--- src/rtl/miriscv_mdu_pkg.sv ---
// Opcode encodings and FSM state type shared by the multiply/divide unit.
// Optional macro MIRISCV_MDU_FAST_MUL_EN (used in the top) selects a single-cycle multiplier.
package miriscv_mdu_pkg;

   localparam int MDU_OP_WIDTH = 3;

   localparam logic [MDU_OP_WIDTH-1:0] MDU_MUL    = 3'd0;
   localparam logic [MDU_OP_WIDTH-1:0] MDU_MULH   = 3'd1;
   localparam logic [MDU_OP_WIDTH-1:0] MDU_MULHSU = 3'd2;
   localparam logic [MDU_OP_WIDTH-1:0] MDU_MULHU  = 3'd3;
   localparam logic [MDU_OP_WIDTH-1:0] MDU_DIV    = 3'd4;
   localparam logic [MDU_OP_WIDTH-1:0] MDU_DIVU   = 3'd5;
   localparam logic [MDU_OP_WIDTH-1:0] MDU_REM    = 3'd6;
   localparam logic [MDU_OP_WIDTH-1:0] MDU_REMU   = 3'd7;

   typedef enum logic [1:0] {
      IDLE,
      MUL,
      DIV,
      DONE
   } mdu_state_e;

endpackage

--- src/rtl/miriscv_mdu_div_iter.sv ---
// Restoring-divide datapath on unsigned magnitudes: one quotient bit per step.
// o_quo_next/o_rem_next show the values the current step would produce.
module miriscv_mdu_div_iter
   import miriscv_mdu_pkg::*;
#(
   parameter int XLEN = 32
) (
   input  logic            clk_i,
   input  logic            rst_i,
   input  logic            i_load,
   input  logic            i_step,
   input  logic [XLEN-1:0] i_dividend,
   input  logic [XLEN-1:0] i_divisor,
   output logic [XLEN-1:0] o_quo_next,
   output logic [XLEN-1:0] o_rem_next
);

   logic [XLEN-1:0] r_rem;
   logic [XLEN-1:0] r_quo;
   logic [XLEN-1:0] r_div;

   logic [XLEN:0]   w_diff;
   logic            w_fits;

   // The dividend shifts out of r_quo MSB-first while quotient bits shift in at the bottom.
   assign w_diff     = {r_rem, r_quo[XLEN-1]} - {1'b0, r_div};
   assign w_fits     = ~w_diff[XLEN];
   assign o_rem_next = w_fits ? w_diff[XLEN-1:0] : {r_rem[XLEN-2:0], r_quo[XLEN-1]};
   assign o_quo_next = {r_quo[XLEN-2:0], w_fits};

   always_ff @(posedge clk_i) begin
      if (rst_i) begin
         r_rem <= '0;
         r_quo <= '0;
         r_div <= '0;
      end else if (i_load) begin
         r_rem <= '0;
         r_quo <= i_dividend;
         r_div <= i_divisor;
      end else if (i_step) begin
         r_rem <= o_rem_next;
         r_quo <= o_quo_next;
      end
   end

endmodule

--- src/rtl/miriscv_mdu.sv ---
// Iterative RV32M/RV64M multiply/divide unit with valid/ready request and one-cycle result pulse.
// Define MIRISCV_MDU_FAST_MUL_EN to replace the shift-add multiply with a single-cycle array multiply.
module miriscv_mdu
   import miriscv_mdu_pkg::*;
#(
   parameter int XLEN = 32
) (
   input  logic                    clk_i,
   input  logic                    rst_i,
   input  logic                    mdu_req_i,
   input  logic [MDU_OP_WIDTH-1:0] mdu_op_i,
   input  logic [XLEN-1:0]         mdu_port_a_i,
   input  logic [XLEN-1:0]         mdu_port_b_i,
   input  logic                    mdu_kill_i,
   output logic                    mdu_ready_o,
   output logic                    mdu_valid_o,
   output logic [XLEN-1:0]         mdu_result_o
);

   localparam int CNT_W = $clog2(XLEN) + 1;

   mdu_state_e              r_state;
   logic [MDU_OP_WIDTH-1:0] r_op;
   logic [XLEN-1:0]         r_a;
   logic [2*XLEN-1:0]       r_prod;
   logic                    r_neg;
   logic                    r_rem_neg;
   logic [CNT_W-1:0]        r_cnt;
   logic                    r_valid;
   logic [XLEN-1:0]         r_result;

   logic                    w_accept;
   logic                    w_is_div;
   logic                    w_a_signed;
   logic                    w_b_signed;
   logic                    w_a_neg;
   logic                    w_b_neg;
   logic [XLEN-1:0]         w_a_mag;
   logic [XLEN-1:0]         w_b_mag;
   logic                    w_div_zero;
   logic                    w_div_ovf;
   logic [XLEN-1:0]         w_special_res;

   logic [XLEN:0]           w_mul_sum;
   logic [2*XLEN-1:0]       w_prod_next;
   logic [2*XLEN-1:0]       w_prod_fix;
   logic [XLEN-1:0]         w_mul_res;

   logic [XLEN-1:0]         w_quo_next;
   logic [XLEN-1:0]         w_rem_next;
   logic [XLEN-1:0]         w_quo_fix;
   logic [XLEN-1:0]         w_rem_fix;
   logic [XLEN-1:0]         w_div_res;

   assign w_accept   = mdu_req_i & (r_state == IDLE);
   assign w_is_div   = mdu_op_i[2];
   assign w_a_signed = (mdu_op_i == MDU_MULH) | (mdu_op_i == MDU_MULHSU) |
                       (mdu_op_i == MDU_DIV)  | (mdu_op_i == MDU_REM);
   assign w_b_signed = (mdu_op_i == MDU_MULH) | (mdu_op_i == MDU_DIV) | (mdu_op_i == MDU_REM);
   assign w_a_neg    = w_a_signed & mdu_port_a_i[XLEN-1];
   assign w_b_neg    = w_b_signed & mdu_port_b_i[XLEN-1];
   assign w_a_mag    = w_a_neg ? -mdu_port_a_i : mdu_port_a_i;
   assign w_b_mag    = w_b_neg ? -mdu_port_b_i : mdu_port_b_i;

   // Divide-by-zero and signed overflow have fixed answers and skip the iteration entirely.
   assign w_div_zero    = w_is_div & (mdu_port_b_i == '0);
   assign w_div_ovf     = ((mdu_op_i == MDU_DIV) | (mdu_op_i == MDU_REM)) &
                          (mdu_port_a_i == {1'b1, {(XLEN-1){1'b0}}}) & (mdu_port_b_i == '1);
   assign w_special_res = w_div_zero ? (mdu_op_i[1] ? mdu_port_a_i : '1)
                                     : (mdu_op_i[1] ? '0 : mdu_port_a_i);

   // Shift-add step: r_prod holds {partial sum, remaining multiplier bits}.
   assign w_mul_sum   = {1'b0, r_prod[2*XLEN-1:XLEN]} + (r_prod[0] ? {1'b0, r_a} : '0);
   assign w_prod_next = {w_mul_sum, r_prod[XLEN-1:1]};
   assign w_prod_fix  = r_neg ? -w_prod_next : w_prod_next;
   assign w_mul_res   = (r_op == MDU_MUL) ? w_prod_fix[XLEN-1:0] : w_prod_fix[2*XLEN-1:XLEN];

   miriscv_mdu_div_iter #(
      .XLEN(XLEN)
   ) u_div_iter (
      .clk_i      (clk_i),
      .rst_i      (rst_i),
      .i_load     (w_accept),
      .i_step     ((r_state == DIV) & ~mdu_kill_i),
      .i_dividend (w_a_mag),
      .i_divisor  (w_b_mag),
      .o_quo_next (w_quo_next),
      .o_rem_next (w_rem_next)
   );

   assign w_quo_fix = r_neg ? -w_quo_next : w_quo_next;
   assign w_rem_fix = r_rem_neg ? -w_rem_next : w_rem_next;
   assign w_div_res = r_op[1] ? w_rem_fix : w_quo_fix;

`ifdef MIRISCV_MDU_FAST_MUL_EN
   logic [2*XLEN-1:0] w_fast_prod;
   logic [2*XLEN-1:0] w_fast_fix;
   logic [XLEN-1:0]   w_fast_res;

   assign w_fast_prod = {{XLEN{1'b0}}, w_a_mag} * {{XLEN{1'b0}}, w_b_mag};
   assign w_fast_fix  = (w_a_neg ^ w_b_neg) ? -w_fast_prod : w_fast_prod;
   assign w_fast_res  = (mdu_op_i == MDU_MUL) ? w_fast_fix[XLEN-1:0] : w_fast_fix[2*XLEN-1:XLEN];
`endif

   // Control FSM; the last iteration step lands directly in r_result on the way into DONE.
   always_ff @(posedge clk_i) begin
      if (rst_i) begin
         r_state   <= IDLE;
         r_op      <= '0;
         r_a       <= '0;
         r_prod    <= '0;
         r_neg     <= 1'b0;
         r_rem_neg <= 1'b0;
         r_cnt     <= '0;
         r_valid   <= 1'b0;
         r_result  <= '0;
      end else begin
         r_valid <= 1'b0;
         case (r_state)
            IDLE: begin
               if (mdu_req_i) begin
                  r_op      <= mdu_op_i;
                  r_a       <= w_a_mag;
                  r_prod    <= {{XLEN{1'b0}}, w_b_mag};
                  r_neg     <= w_a_neg ^ w_b_neg;
                  r_rem_neg <= w_a_neg;
                  r_cnt     <= CNT_W'(XLEN);
                  if (w_div_zero | w_div_ovf) begin
                     r_result <= w_special_res;
                     r_valid  <= 1'b1;
                     r_state  <= DONE;
                  end else if (w_is_div) begin
                     r_state <= DIV;
`ifdef MIRISCV_MDU_FAST_MUL_EN
                  end else begin
                     r_result <= w_fast_res;
                     r_valid  <= 1'b1;
                     r_state  <= DONE;
                  end
`else
                  end else begin
                     r_state <= MUL;
                  end
`endif
               end
            end
            MUL: begin
               if (mdu_kill_i) begin
                  r_state <= IDLE;
               end else begin
                  r_prod <= w_prod_next;
                  r_cnt  <= r_cnt - CNT_W'(1);
                  if (r_cnt == CNT_W'(1)) begin
                     r_result <= w_mul_res;
                     r_valid  <= 1'b1;
                     r_state  <= DONE;
                  end
               end
            end
            DIV: begin
               if (mdu_kill_i) begin
                  r_state <= IDLE;
               end else begin
                  r_cnt <= r_cnt - CNT_W'(1);
                  if (r_cnt == CNT_W'(1)) begin
                     r_result <= w_div_res;
                     r_valid  <= 1'b1;
                     r_state  <= DONE;
                  end
               end
            end
            DONE: begin
               r_state <= IDLE;
            end
            default: begin
               r_state <= IDLE;
            end
         endcase
      end
   end

   assign mdu_ready_o  = (r_state == IDLE);
   assign mdu_valid_o  = r_valid;
   assign mdu_result_o = r_result;

endmodule

--- config.mk ---
export PLATFORM = sky130hd
export DESIGN_NAME = miriscv_mdu
export DESIGN_NICKNAME = d
export VERILOG_FILES = /design/src/rtl/miriscv_mdu_pkg.sv /design/src/rtl/miriscv_mdu_div_iter.sv /design/src/rtl/miriscv_mdu.sv
export SDC_FILE = /design/constraint.sdc
export NUM_CORES = 1
export LEC_CHECK = 0
export ABC_AREA = 1
export ABC_CLOCK_PERIOD_IN_PS = 6500
export BUFFER_PORTS_ARGS = -buffer_cell sky130_fd_sc_hd__buf_2
export CORE_MARGIN = 3
export CORE_UTILIZATION = 30
export CTS_CLUSTER_DIAMETER = 100
export CTS_CLUSTER_SIZE = 24
export DETAILED_ROUTE_END_ITERATION = 8
export GPL_TIMING_DRIVEN = 0
export HOLD_SLACK_MARGIN = 0.1
export PLACE_DENSITY = 0.5
export SLEW_MARGIN = 40
export SYNTH_ARGS = -nofsm -noshare
export SYNTH_HDL_FRONTEND = slang
export SYNTH_HIERARCHICAL = 1
export SYNTH_SLANG_ARGS = --single-unit
export TNS_END_PERCENT = 30
--- constraint.sdc ---
create_clock -name clk_i -period 6.5 [get_ports clk_i]
set_input_delay 0.325 -clock clk_i [delete_from_list [all_inputs] [get_ports clk_i]]
set_output_delay 0.325 -clock clk_i [all_outputs]
set_load 0.02 [all_outputs]
==> run summary, run 1 <==
- complete, no violations — run status
- 0.07495 mm² — CORE AREA
- 77.27% — part of the cycle the worst path needs
- 10 — number of antenna violations at the first check in global routing
- 105 — boundary pin count
- sky130_fd_sc_hd__dfxtp_1 (21%), sky130_fd_sc_hd__nand2_1 (19%), sky130_fd_sc_hd__inv_1 (9.6%) — top area cells in the synthesized netlist
- 0.1255 ns — hold_ws
- 282.1 µm — die outline height
- 0.09 ns — clock-pin slew of the registers on the worst-case setup and hold paths
- 20.84% — sequential element share of the synthesized area
- 4011 — number of cells produced by synthesis
- in2reg — class of the most critical hold timing path
- 24.95% — aggregate global-route resource usage
- 0.004199 W — P_int
- 0.9543 ns — Slew @ Worst Pin
- 25 — pin count of the biggest net entering global routing
- 0.02460 mm² — total placed instance area
- 5.023 ns — final critical delay including setup and external delays
- 23570 — vias in the first global route
- 5118 — Layout Cells excl Fill
- 102500 µm — routed wire length
- 64.8% — share of total power in combinational logic
- sky130_fd_sc_hd__dfxtp_1 — master of the slowest instance on the critical path
- 0 — final setup violation count
- 0.9833 — placer congestion estimate
- 12.87 nW — leakage power total
- false — setup repair after global routing missed its margin
- 0.48 ns — highest cell delay on the worst timing path
- 0.005379 W — Net Sw Power
- 6 — yosys synthesis warning count
- 61 — distinct cell type count after synthesis
- 378.6 mW/mm² — pwr dens
- 5082 — cell total after placement
- 56.16% — proportion of total power due to net switching
- 10 — CP Max Fanout
- 0.54 ns — clock latency on the worst-skew pair
- 21.5% — portion of total power attributed to sequential cells
- 5.43 ns — arrival time reported for the critical path endpoint
- 20.84% — top cell type's share of synthesized area
- 0.02919 ns — worst setup skew after layout
- flip-flop — launching element type of the critical path
- sky130_fd_sc_hd__nand2_1 — commonest non-fill, non-tap cell in the layout
- 0 — remaining routing DRC violations
- 199.1 MHz — max frequency
- 25920 — via count of the routed design
- 4283 — number of nets in the finished design
- 0 — aggregate global routing overflow
- flip-flop — endpoint kind of the worst setup timing path
- 6.91 ns — critical path data required time
- 3 — number of buffers between clock root and the deepest sink
- 149200 µm — wire length of the first global-routing pass
- sky130_fd_sc_hd__clkbuf_16 — root buffer cell
- 0 — number of hold violations in the final report
- 86020 µm — sum of net half-perimeters after detailed placement
- 0 — max cap viols
- 0 ns — Setup TNS
- 238 — number of storage elements in the synthesis netlist
- sky130_fd_sc_hd__nand2_1 (1135), sky130_fd_sc_hd__inv_1 (584), sky130_fd_sc_hd__nor2_1 (393), sky130_fd_sc_hd__a21oi_1 (301), sky130_fd_sc_hd__nand3_1 (263) — leading cell types in the layout, fill and taps excluded
- 36.38% — Slew headroom
- 0.02530 mm² — post-layout instance area
- 5.065 — average vias per placed instance
- 0.07956 mm² — Die Outline Area
- 0.009577 W — total power consumption of the routed design
- reg2reg — crit path kind
- sky130_fd_sc_hd__dfxtp_1 — Yosys top cell by area
- sky130_fd_sc_hd__nand2_1 — most frequent cell on the critical path
- 5.700 µm² — Syn Area/Cell
- 0 — total of cells resized after clock tree synthesis
- 100 — row count
- 2525 — DRC violation total after the first TritonRoute iteration
- 13.7% — Clock Power Share
- 0 — antenna violation net count after detailed routing
- 1 — number of H-tree levels
- 238 — Num Clock Sinks
- 4160 — synthesized netlist net count
- 282.1 µm — DIE WIDTH
- 10.08% — fraction of layout instances using a drive strength above 1
- 30.51% — effective utilization at floorplan
- 0.02286 mm² — summed instance area of the synthesized netlist
- 0 — max-slew violation count
- 6 — First-pass DRT Iterations
- 10.64% — Area growth syn-to-layout
- 20.04 µm — DR WL/cell
- 102 — count of port buffers added during placement
- done — CTS tree
- 0.1833 mV — worst supply voltage drop on vdd
- 18 — cts bufs inserted
[power by group through the flow]
| stage | clock [W] | combinational, W | sequential, W |
|---|---|---|---|
| 2_1_floorplan | 0 | 0.00409 | 0.00202 |
| 3_3_place_gp | 0 | 0.00606 | 0.00208 |
| 3_5_place_dp | 0 | 0.00605 | 0.00208 |
| 4_1_cts | 0.00135 | 0.00608 | 0.00205 |
| 5_1_grt | 0.00140 | 0.00681 | 0.00208 |
| 6_report | 0.00131 | 0.00621 | 0.00206 |
[final cells by class]
type | count | area, µm²
diodes | 3 | 7.507
plain buffers | 183 | 885.9
clock buffers | 20 | 489.2
clock inverters | 12 | 185.2
fillers | 8587 | 49650
inverters | 625 | 2346
multi-input cells | 2965 | 14890
flip-flops and latches | 238 | 4765
well taps | 969 | 1212
repair buffers | 103 | 520.5
[cells by family (layout without fill, tap and decap cells)]
family / count (synthesis) / in the layout / synth area share (%)
AND/OR/NAND/NOR: 2099 / 2099 / 40.48
other: 0 / 3 / 0
adder cells (fa/ha/maj): 78 / 78 / 4.334
flip-flops: 238 / 238 / 20.84
XOR/XNOR: 82 / 82 / 3.141
buffers and inverters: 808 / 943 / 14.10
AO/OA/AOI/OAI: 706 / 706 / 17.11
[state kept, by name, summed over array words and instances, names as in the netlist]
name	count
r_prod	64
mdu_result_o	32
r_a	32
u_div_iter/r_div	32
u_div_iter/r_quo	32
u_div_iter/r_rem	32
r_cnt	6
r_op	3
r_state	2
mdu_valid_o	1
r_neg	1
r_rem_neg	1
[per-layer routing]
metal | track usage, % | share of wire [%] | vias to the layer above
li1 | - | - | 13020
met1 | 34.41 | 45 | 11950
met2 | 41.33 | 45 | 831
met3 | 2.691 | 6.3 | 125
met4 | 6.743 | 2.9 | 6
met5 | 0 | 0.040 | -
[worst max-delay path: cells and delay by family (launching register included)]
kind	cells	cell delay, ns
DFF	1	0.48
adders and majority gates	2	0.63
buffers and inverters	4	0.52
and+or+nand+nor	22	2.88
AOI/OAI and AO/OA	2	0.37
[final timing paths]
path         cells after the start          endpoint                  from  slack (ns)
min reg2reg                      2  mdu_result_o[31]      mdu_result_o[31]        0.47
max reg2reg                     30  mdu_result_o[31]  u_div_iter/r_quo[31]        1.48
min                              3           r_op[0]           mdu_op_i[0]        0.13
max                             30  mdu_result_o[31]  u_div_iter/r_quo[31]        1.48
[metrics by stage]
| stage | util [%] | worst slack (ns) |
|---|---|---|
| 2_1_floorplan | - | 2.805 |
| 3_3_place_gp | 32.81 | 1.575 |
| 3_5_place_dp | 32.83 | 1.595 |
| 4_1_cts | 33.74 | 1.563 |
| 5_1_grt | 33.75 | 1.024 |
| 6_report | 33.75 | 1.477 |
[timing repair]
| action | CTS | global route |
|---|---|---|
| endpoints found under the setup margin | 0 | 0 |
| buffers inserted | 0 | 0 |
| endpoints found under the hold margin | 1 | 0 |
| hold buffers | 1 | 0 |
[cells in the mapped netlist (all sizes together)]
cell / n
nor4: 15
o21a: 2
and2: 8
a21o: 2
o21ai: 277
a41oi: 1
nor3: 66
a31oi: 16
nand3: 292
ha: 76
o41ai: 2
and3: 2
inv: 615
dfxtp: 238
o31ai: 7
o211ai: 33
o22ai: 2
a22oi: 16
xor2: 61
a211oi: 3
a21oi: 313
nand4: 46
a221oi: 8
nor2: 429
o311ai: 2
a21boi: 1
buf: 71
clkinv: 10
clkbuf: 112
xnor2: 21
nand2: 1214
a31o: 1
fa: 2
a22o: 1
or2: 14
o21bai: 7
nand3b: 13
o221ai: 12
Power figures use the tool's default switching activity.
==> run 2: changes to the inputs <==
--- a/config.mk
+++ b/config.mk
@@ -6,7 +6,7 @@
 export NUM_CORES = 1
 export LEC_CHECK = 0
 export ABC_AREA = 1
-export ABC_CLOCK_PERIOD_IN_PS = 6500
+export ABC_CLOCK_PERIOD_IN_PS = 4300
 export BUFFER_PORTS_ARGS = -buffer_cell sky130_fd_sc_hd__buf_2
 export CORE_MARGIN = 3
 export CORE_UTILIZATION = 30
@@ -15,7 +15,7 @@
 export DETAILED_ROUTE_END_ITERATION = 8
 export GPL_TIMING_DRIVEN = 0
 export HOLD_SLACK_MARGIN = 0.1
-export PLACE_DENSITY = 0.5
+export PLACE_DENSITY = 0.51
 export SLEW_MARGIN = 40
 export SYNTH_ARGS = -nofsm -noshare
 export SYNTH_HDL_FRONTEND = slang
==> constraint.sdc (replaced) <==
create_clock -name clk_i -period 4.3 [get_ports clk_i]
set_input_delay 0.215 -clock clk_i [delete_from_list [all_inputs] [get_ports clk_i]]
set_output_delay 0.215 -clock clk_i [all_outputs]
set_load 0.02 [all_outputs]
==> run 2 against run 1 <==
Combinational power up 66%. Sequential power up 52%. Register-to-register slack worse by 1.4 ns. Via count up 1.4%. Non-clock buffer count up 32. Die area unchanged. Wire length up 0.54%. Highest routed layer unchanged. Fmax up 20%. Clock-buffer cell count up 1. Critical path type unchanged.
==> run summary, run 2 (synthesis gave the netlist of run 1 again) <==
- complete, no violations — run status
- 13.64% — fraction of layout instances using a drive strength above 1
- 0 — antenna violation net count after detailed routing
- mdu_port_b_i[4] — critical hold path startpoint
- 0.01548 W — total power consumption of the routed design
- 0.45 ns — highest cell delay on the worst timing path
- 30 — path depth of the worst reg2reg path
- 0.004778 mm² — Register Area
- in2reg — class of the most critical hold timing path
- 4.74 ns — critical path data required time
- 0.54 ns — clock latency on the worst-skew pair
- reg2reg — crit path kind
- 26290 — via count of the routed design
- 3 — number of buffers between clock root and the deepest sink
- 0.9905 — placer congestion estimate
- 103100 µm — routed wire length
- 19 — cts bufs inserted
- sky130_fd_sc_hd__nand2_1 — commonest non-fill, non-tap cell in the layout
- 10 — CP Max Fanout
- 13.14 nW — leakage power total
- 30.51% — effective utilization at floorplan
- 0.07956 mm² — Die Outline Area
- 64 — Largest register FFs
- 8532 — count of fill cells added during filler insertion
- sky130_fd_sc_hd__clkbuf_16 — root buffer cell
- r_prod — register with the most flip-flops
- 85840 µm — sum of net half-perimeters after detailed placement
- 0.07495 mm² — CORE AREA
- 20.02 µm — DR WL/cell
- 7 — number of antenna violations at the first check in global routing
- 590.8 mW/mm² — pwr dens
- 35.07% — Slew headroom
- 151100 µm — wire length of the first global-routing pass
- 0 — number of hold violations in the final report
- 0.9739 ns — Slew @ Worst Pin
- u_div_iter/r_quo[31] — beginning of the worst register-to-register path
- 0 — aggregate global routing overflow
- 4.64 ns — arrival time reported for the critical path endpoint
- mdu_result_o[9] — Crit Reg-Reg Endpoint
- 25.09% — aggregate global-route resource usage
- 0.1 ns — reg-to-reg setup timing slack
- 2391 — DRC violation total after the first TritonRoute iteration
- 0 — max-slew violation count
- 24050 — vias in the first global route
- 4.200 ns — final critical delay including setup and external delays
- 0.2621 mV — worst supply voltage drop on vdd
- 0 — final setup violation count
- done — CTS tree
- 25 — pin count of the biggest net entering global routing
- 1 — number of H-tree levels
- 100 — row count
- 5.103 — average vias per placed instance
- r_prod[4] — Worst Hold Path EP
- 105 — boundary pin count
- true — setup repair after global routing missed its margin
- 0 — remaining routing DRC violations
- 102 — count of port buffers added during placement
- 0 ns — Setup TNS
- 0.02460 mm² — total placed instance area
- 0.02527 ns — worst setup skew after layout
- 5 — First-pass DRT Iterations
- 0.02621 mm² — post-layout instance area
- flip-flop — launching element type of the critical path
- 14.63% — Area growth syn-to-layout
- 238.1 MHz — max frequency
- 0.10 ns — clock-pin slew of the registers on the worst-case setup and hold paths
- 282.1 µm — DIE WIDTH
- 4 — worst hold path depth
- 238 — Num Clock Sinks
- sky130_fd_sc_hd__nand2_1 (1097), sky130_fd_sc_hd__inv_1 (572), sky130_fd_sc_hd__nor2_1 (383), sky130_fd_sc_hd__a21oi_1 (297), sky130_fd_sc_hd__nand3_1 (249) — leading cell types in the layout, fill and taps excluded
- 97.68% — part of the cycle the worst path needs
- sky130_fd_sc_hd__buf_4 — most frequent cell on the critical path
- flip-flop — endpoint kind of the worst setup timing path
- 0.01544 mm² — area used by multi-input combinational logic
- sky130_fd_sc_hd__o211ai_1 — master of the slowest instance on the critical path
- 282.1 µm — die outline height
- 0 — max cap viols
- 4316 — number of nets in the finished design
run 2: repair_timing:
item	CTS	global route
gates resized for setup	49	132
pin swaps	17	41
hold buffers	7	0
setup endpoints to repair	19	30
hold endpoints to repair	8	0
buffers inserted	14	12
run 2: area by class of cell:
cell class | count | share of cell area, %
multi-input combinational | 2965 | 58.93
buffer | 181 | 3.499
sequential | 238 | 18.23
clock inverter | 12 | 0.7352
tap | 969 | 4.626
clock buffer | 21 | 1.919
inverter | 625 | 8.951
antenna | 3 | 0.02864
timing repair buffer | 137 | 3.079
run 2: layer usage:
layer / global-route usage (%) / part of all wire, % / up-vias
met5: 0 / 0.023 / -
met4: 7.769 / 3.5 / 4
met3: 2.361 / 5.9 / 165
met2: 41.58 / 45 / 850
met1: 34.41 / 46 / 12180
li1: - / - / 13090
run 2: power breakdown:
group          total (W)  internal, W  leakage [nW]  switching, W
registers        0.00313      0.00267          1.95      0.000458
clock network    0.00204     0.000979         0.333       0.00106
logic             0.0103      0.00326          10.9       0.00706
run 2: per-stage QoR:
stage,utilization (%),hold slack (ns),instances,setup slack [ns]
finish,34.97,0.1364,5151,0.09965
CTS,34.18,0.1031,5135,0.0002762
detailed placement,32.83,0.4564,5082,-0.6251
global placement,32.81,0.4583,5082,-0.5919
global route,34.96,0.1534,5148,-0.07915
floorplan,-,0.2841,4011,0.6049
run 2: worst max path at each step:
stage	end	slack, ns	from
6_report	mdu_result_o[9]	0.1	u_div_iter/r_quo[31]
5_1_grt	mdu_result_o[27]	-0.08	u_div_iter/r_quo[31]
4_1_cts	mdu_result_o[29]	0.0003	u_div_iter/r_quo[31]
3_5_place_dp	mdu_result_o[31]	-0.63	u_div_iter/r_quo[31]
3_3_place_gp	mdu_result_o[31]	-0.59	u_div_iter/r_quo[31]
2_1_floorplan	mdu_result_o[30]	0.60	u_div_iter/r_quo[31]
run 2: critical path: cells and delay by family (launching register included):
kind                     cells  cell delay (ns)
AND/OR/NAND/NOR             15             1.37
buffers and inverters        9             1.04
AO/OA/AOI/OAI                4             0.72
adder cells (fa/ha/maj)      2             0.57
flip-flops                   1             0.38
==> run 3: changes to the inputs <==
--- a/config.mk
+++ b/config.mk
@@ -6,17 +6,17 @@
 export NUM_CORES = 1
 export LEC_CHECK = 0
 export ABC_AREA = 1
-export ABC_CLOCK_PERIOD_IN_PS = 4300
-export BUFFER_PORTS_ARGS = -buffer_cell sky130_fd_sc_hd__buf_2
+export ABC_CLOCK_PERIOD_IN_PS = 5000
 export CORE_MARGIN = 3
 export CORE_UTILIZATION = 30
 export CTS_CLUSTER_DIAMETER = 100
 export CTS_CLUSTER_SIZE = 24
 export DETAILED_ROUTE_END_ITERATION = 8
+export DONT_BUFFER_PORTS = 1
 export GPL_TIMING_DRIVEN = 0
 export HOLD_SLACK_MARGIN = 0.1
-export PLACE_DENSITY = 0.51
-export SLEW_MARGIN = 40
+export PLACE_DENSITY = 0.49
+export SLEW_MARGIN = 0
 export SYNTH_ARGS = -nofsm -noshare
 export SYNTH_HDL_FRONTEND = slang
 export SYNTH_HIERARCHICAL = 1
==> constraint.sdc (replaced) <==
create_clock -name clk_i -period 5 [get_ports clk_i]
set_input_delay 0.25 -clock clk_i [delete_from_list [all_inputs] [get_ports clk_i]]
set_output_delay 0.25 -clock clk_i [all_outputs]
set_load 0.02 [all_outputs]
==> run 3 against run 2 <==
Cell count is 1.5% lower. Non-clock buffer count shrank 77. Wire length is 2.0% higher. Setup slack improved by 0.19 ns. Sequential share of layout area grew 0.50 points. Via count fell by 1.1%. Largest power group unchanged.
==> run summary, run 3 (synthesis gave the netlist of run 1 again) <==
- 21 — cts bufs inserted
- 0.02408 mm² — total placed instance area
- 12.70 nW — leakage power total
- 0 — final setup violation count
- 0.07956 mm² — Die Outline Area
- u_div_iter/r_quo[31] — beginning of the worst register-to-register path
- 25 — pin count of the biggest net entering global routing
- sky130_fd_sc_hd__nand2_1 — most frequent cell on the critical path
- sky130_fd_sc_hd__nand2_1 (1132), sky130_fd_sc_hd__inv_1 (584), sky130_fd_sc_hd__nor2_1 (391), sky130_fd_sc_hd__a21oi_1 (301), sky130_fd_sc_hd__nand3_1 (262) — leading cell types in the layout, fill and taps excluded
- 0.68 ns — highest cell delay on the worst timing path
- 30 — logic depth of the worst path, buffers included
- 495.1 mW/mm² — pwr dens
- 282.1 µm — DIE WIDTH
- 152500 µm — wire length of the first global-routing pass
- 33.95% — final cell utilization of the core
- 0 — max-slew violation count
- 5.120 — average vias per placed instance
- 0.02971 ns — worst setup skew after layout
- 5 — worst path buffer plus inverter count
- 0.08 ns — clock-pin slew of the registers on the worst-case setup and hold paths
- 5.48 ns — critical path data required time
- in2reg — class of the most critical hold timing path
- flip-flop — endpoint kind of the worst setup timing path
- 25.57% — aggregate global-route resource usage
- 105100 µm — routed wire length
- 2446 — DRC violation total after the first TritonRoute iteration
- 0.56 ns — clock latency on the worst-skew pair
- 100 — row count
- mdu_result_o[14] — Crit Reg-Reg Endpoint
- 86550 µm — sum of net half-perimeters after detailed placement
- 0.01260 W — total power consumption of the routed design
- 10 — CP Max Fanout
- 30.51% — effective utilization at floorplan
- sky130_fd_sc_hd__nand2_1 — commonest non-fill, non-tap cell in the layout
- 0.1370 ns — hold_ws
- 0.07495 mm² — CORE AREA
- flip-flop — launching element type of the critical path
- 0 — count of port buffers added during placement
- sky130_fd_sc_hd__clkbuf_16 — root buffer cell
- 7.915% — fraction of layout instances using a drive strength above 1
- 25990 — via count of the routed design
- 4241 — number of nets in the finished design
- 0.29 ns — reg-to-reg setup timing slack
- 282.1 µm — die outline height
- 238 — Num Clock Sinks
- 8 — First-pass DRT Iterations
- 4 — worst hold path depth
- 0 — antenna violation net count after detailed routing
- 11.30% — Area growth syn-to-layout
- 105 — boundary pin count
- 25.71% — Slew headroom
- 30 — path depth of the worst reg2reg path
- 64 — Largest register FFs
- 1.100 ns — Slew @ Worst Pin
- 23620 — vias in the first global route
- 5.19 ns — arrival time reported for the critical path endpoint
- 0.2247 mV — worst supply voltage drop on vdd
- 0 — Post-CTS Setup Inserts
- done — CTS tree
- 0 — aggregate global routing overflow
- 20.71 µm — DR WL/cell
- 0 — max cap viols
- 0.9962 — placer congestion estimate
- sky130_fd_sc_hd__nor3_1 — master of the slowest instance on the critical path
- 5076 — Layout Cells excl Fill
- 0 — number of hold violations in the final report
- 4980 — cell total after placement
- complete, no violations — run status
- r_prod — register with the most flip-flops
- 0.02545 mm² — post-layout instance area
- reg2reg — crit path kind
- 1 — number of H-tree levels
- 94.28% — part of the cycle the worst path needs
- simple AND/OR/NAND/NOR gates — kind of cell adding the most delay to the critical path
- mdu_port_a_i[3] — critical hold path startpoint
- 1 — number of antenna violations at the first check in global routing
- r_a[3] — Worst Hold Path EP
- 3 — number of buffers between clock root and the deepest sink
- 0 — remaining routing DRC violations
- 212.1 MHz — max frequency
- 4.714 ns — final critical delay including setup and external delays
run 3: changes by cell type in the layout (fill, tap and decap cells not counted), moves of 13 or more:
cell,delta
sky130_fd_sc_hd__buf_2,-100
sky130_fd_sc_hd__buf_4,-24
sky130_fd_sc_hd__dlygate4sd3_1,+51
sky130_fd_sc_hd__ha_1,+22
sky130_fd_sc_hd__nand2_1,+35
sky130_fd_sc_hd__nand2_2,-27
sky130_fd_sc_hd__nand3_1,+13
run 3: timing repair:
action | in CTS | in global routing
hold buffers | 58 | 0
gates resized for setup | 0 | 16
setup endpoints to repair | 0 | 12
endpoints found under the hold margin | 103 | 0
run 3: per-layer routing:
metal | track usage [%] | wire length, µm | part of all wire (%)
met4 | 7.196 | 3299 | 3.1
met3 | 4.110 | 7534 | 7.2
met5 | 0 | 13 | 0.012
met2 | 42.08 | 47390 | 45
met1 | 34.55 | 46910 | 45
run 3: cell type report:
| type | instances | area, µm² |
|---|---|---|
| Clock inverter | 14 | 173.9 |
| Fill cell | 8691 | 49500 |
| Buffer | 183 | 878.3 |
| Tap cell | 969 | 1212 |
| Clock buffer | 23 | 553.0 |
| Multi-Input combinational cell | 2965 | 14940 |
| Timing Repair Buffer | 58 | 580.6 |
| Inverter | 625 | 2346 |
| Sequential cell | 238 | 4766 |
| Antenna cell | 1 | 2.502 |
run 3: where the power goes:
| part | switching, W | internal [W] | leakage (nW) | total [W] |
|---|---|---|---|---|
| Clock | 0.000953 | 0.000867 | 0.357 | 0.00182 |
| Combinational | 0.00569 | 0.00231 | 10.4 | 0.00800 |
| Sequential | 0.000484 | 0.00229 | 1.95 | 0.00278 |
| Total | 0.00713 | 0.00547 | 12.7 | 0.0126 |
run 3: worst max-delay path by stage:
stage                               startpoint                to
after global placement    u_div_iter/r_quo[31]  mdu_result_o[31]
final                     u_div_iter/r_quo[31]  mdu_result_o[14]
after detailed placement  u_div_iter/r_quo[31]  mdu_result_o[31]
after floorplan           u_div_iter/r_quo[31]  mdu_result_o[30]
after global routing      u_div_iter/r_quo[31]  mdu_result_o[27]
after CTS                 u_div_iter/r_quo[31]  mdu_result_o[31]
run 3: per-stage QoR:
step | setup WS (ns) | setup TNS [ns]
detailed placement | 0.04754 | 0
global route | -0.04237 | -0.07550
finish | 0.2860 | 0
floorplan | 1.305 | 0
global placement | 0.04521 | 0
CTS | 0.02511 | 0
run 3: worst min-delay path, delay by kind of cell:
family	cells	cell delay, ns
AOI/OAI and AO/OA	1	0.15
buffers and inverters	2	0.12
xor gates and xnor gates	1	0.14
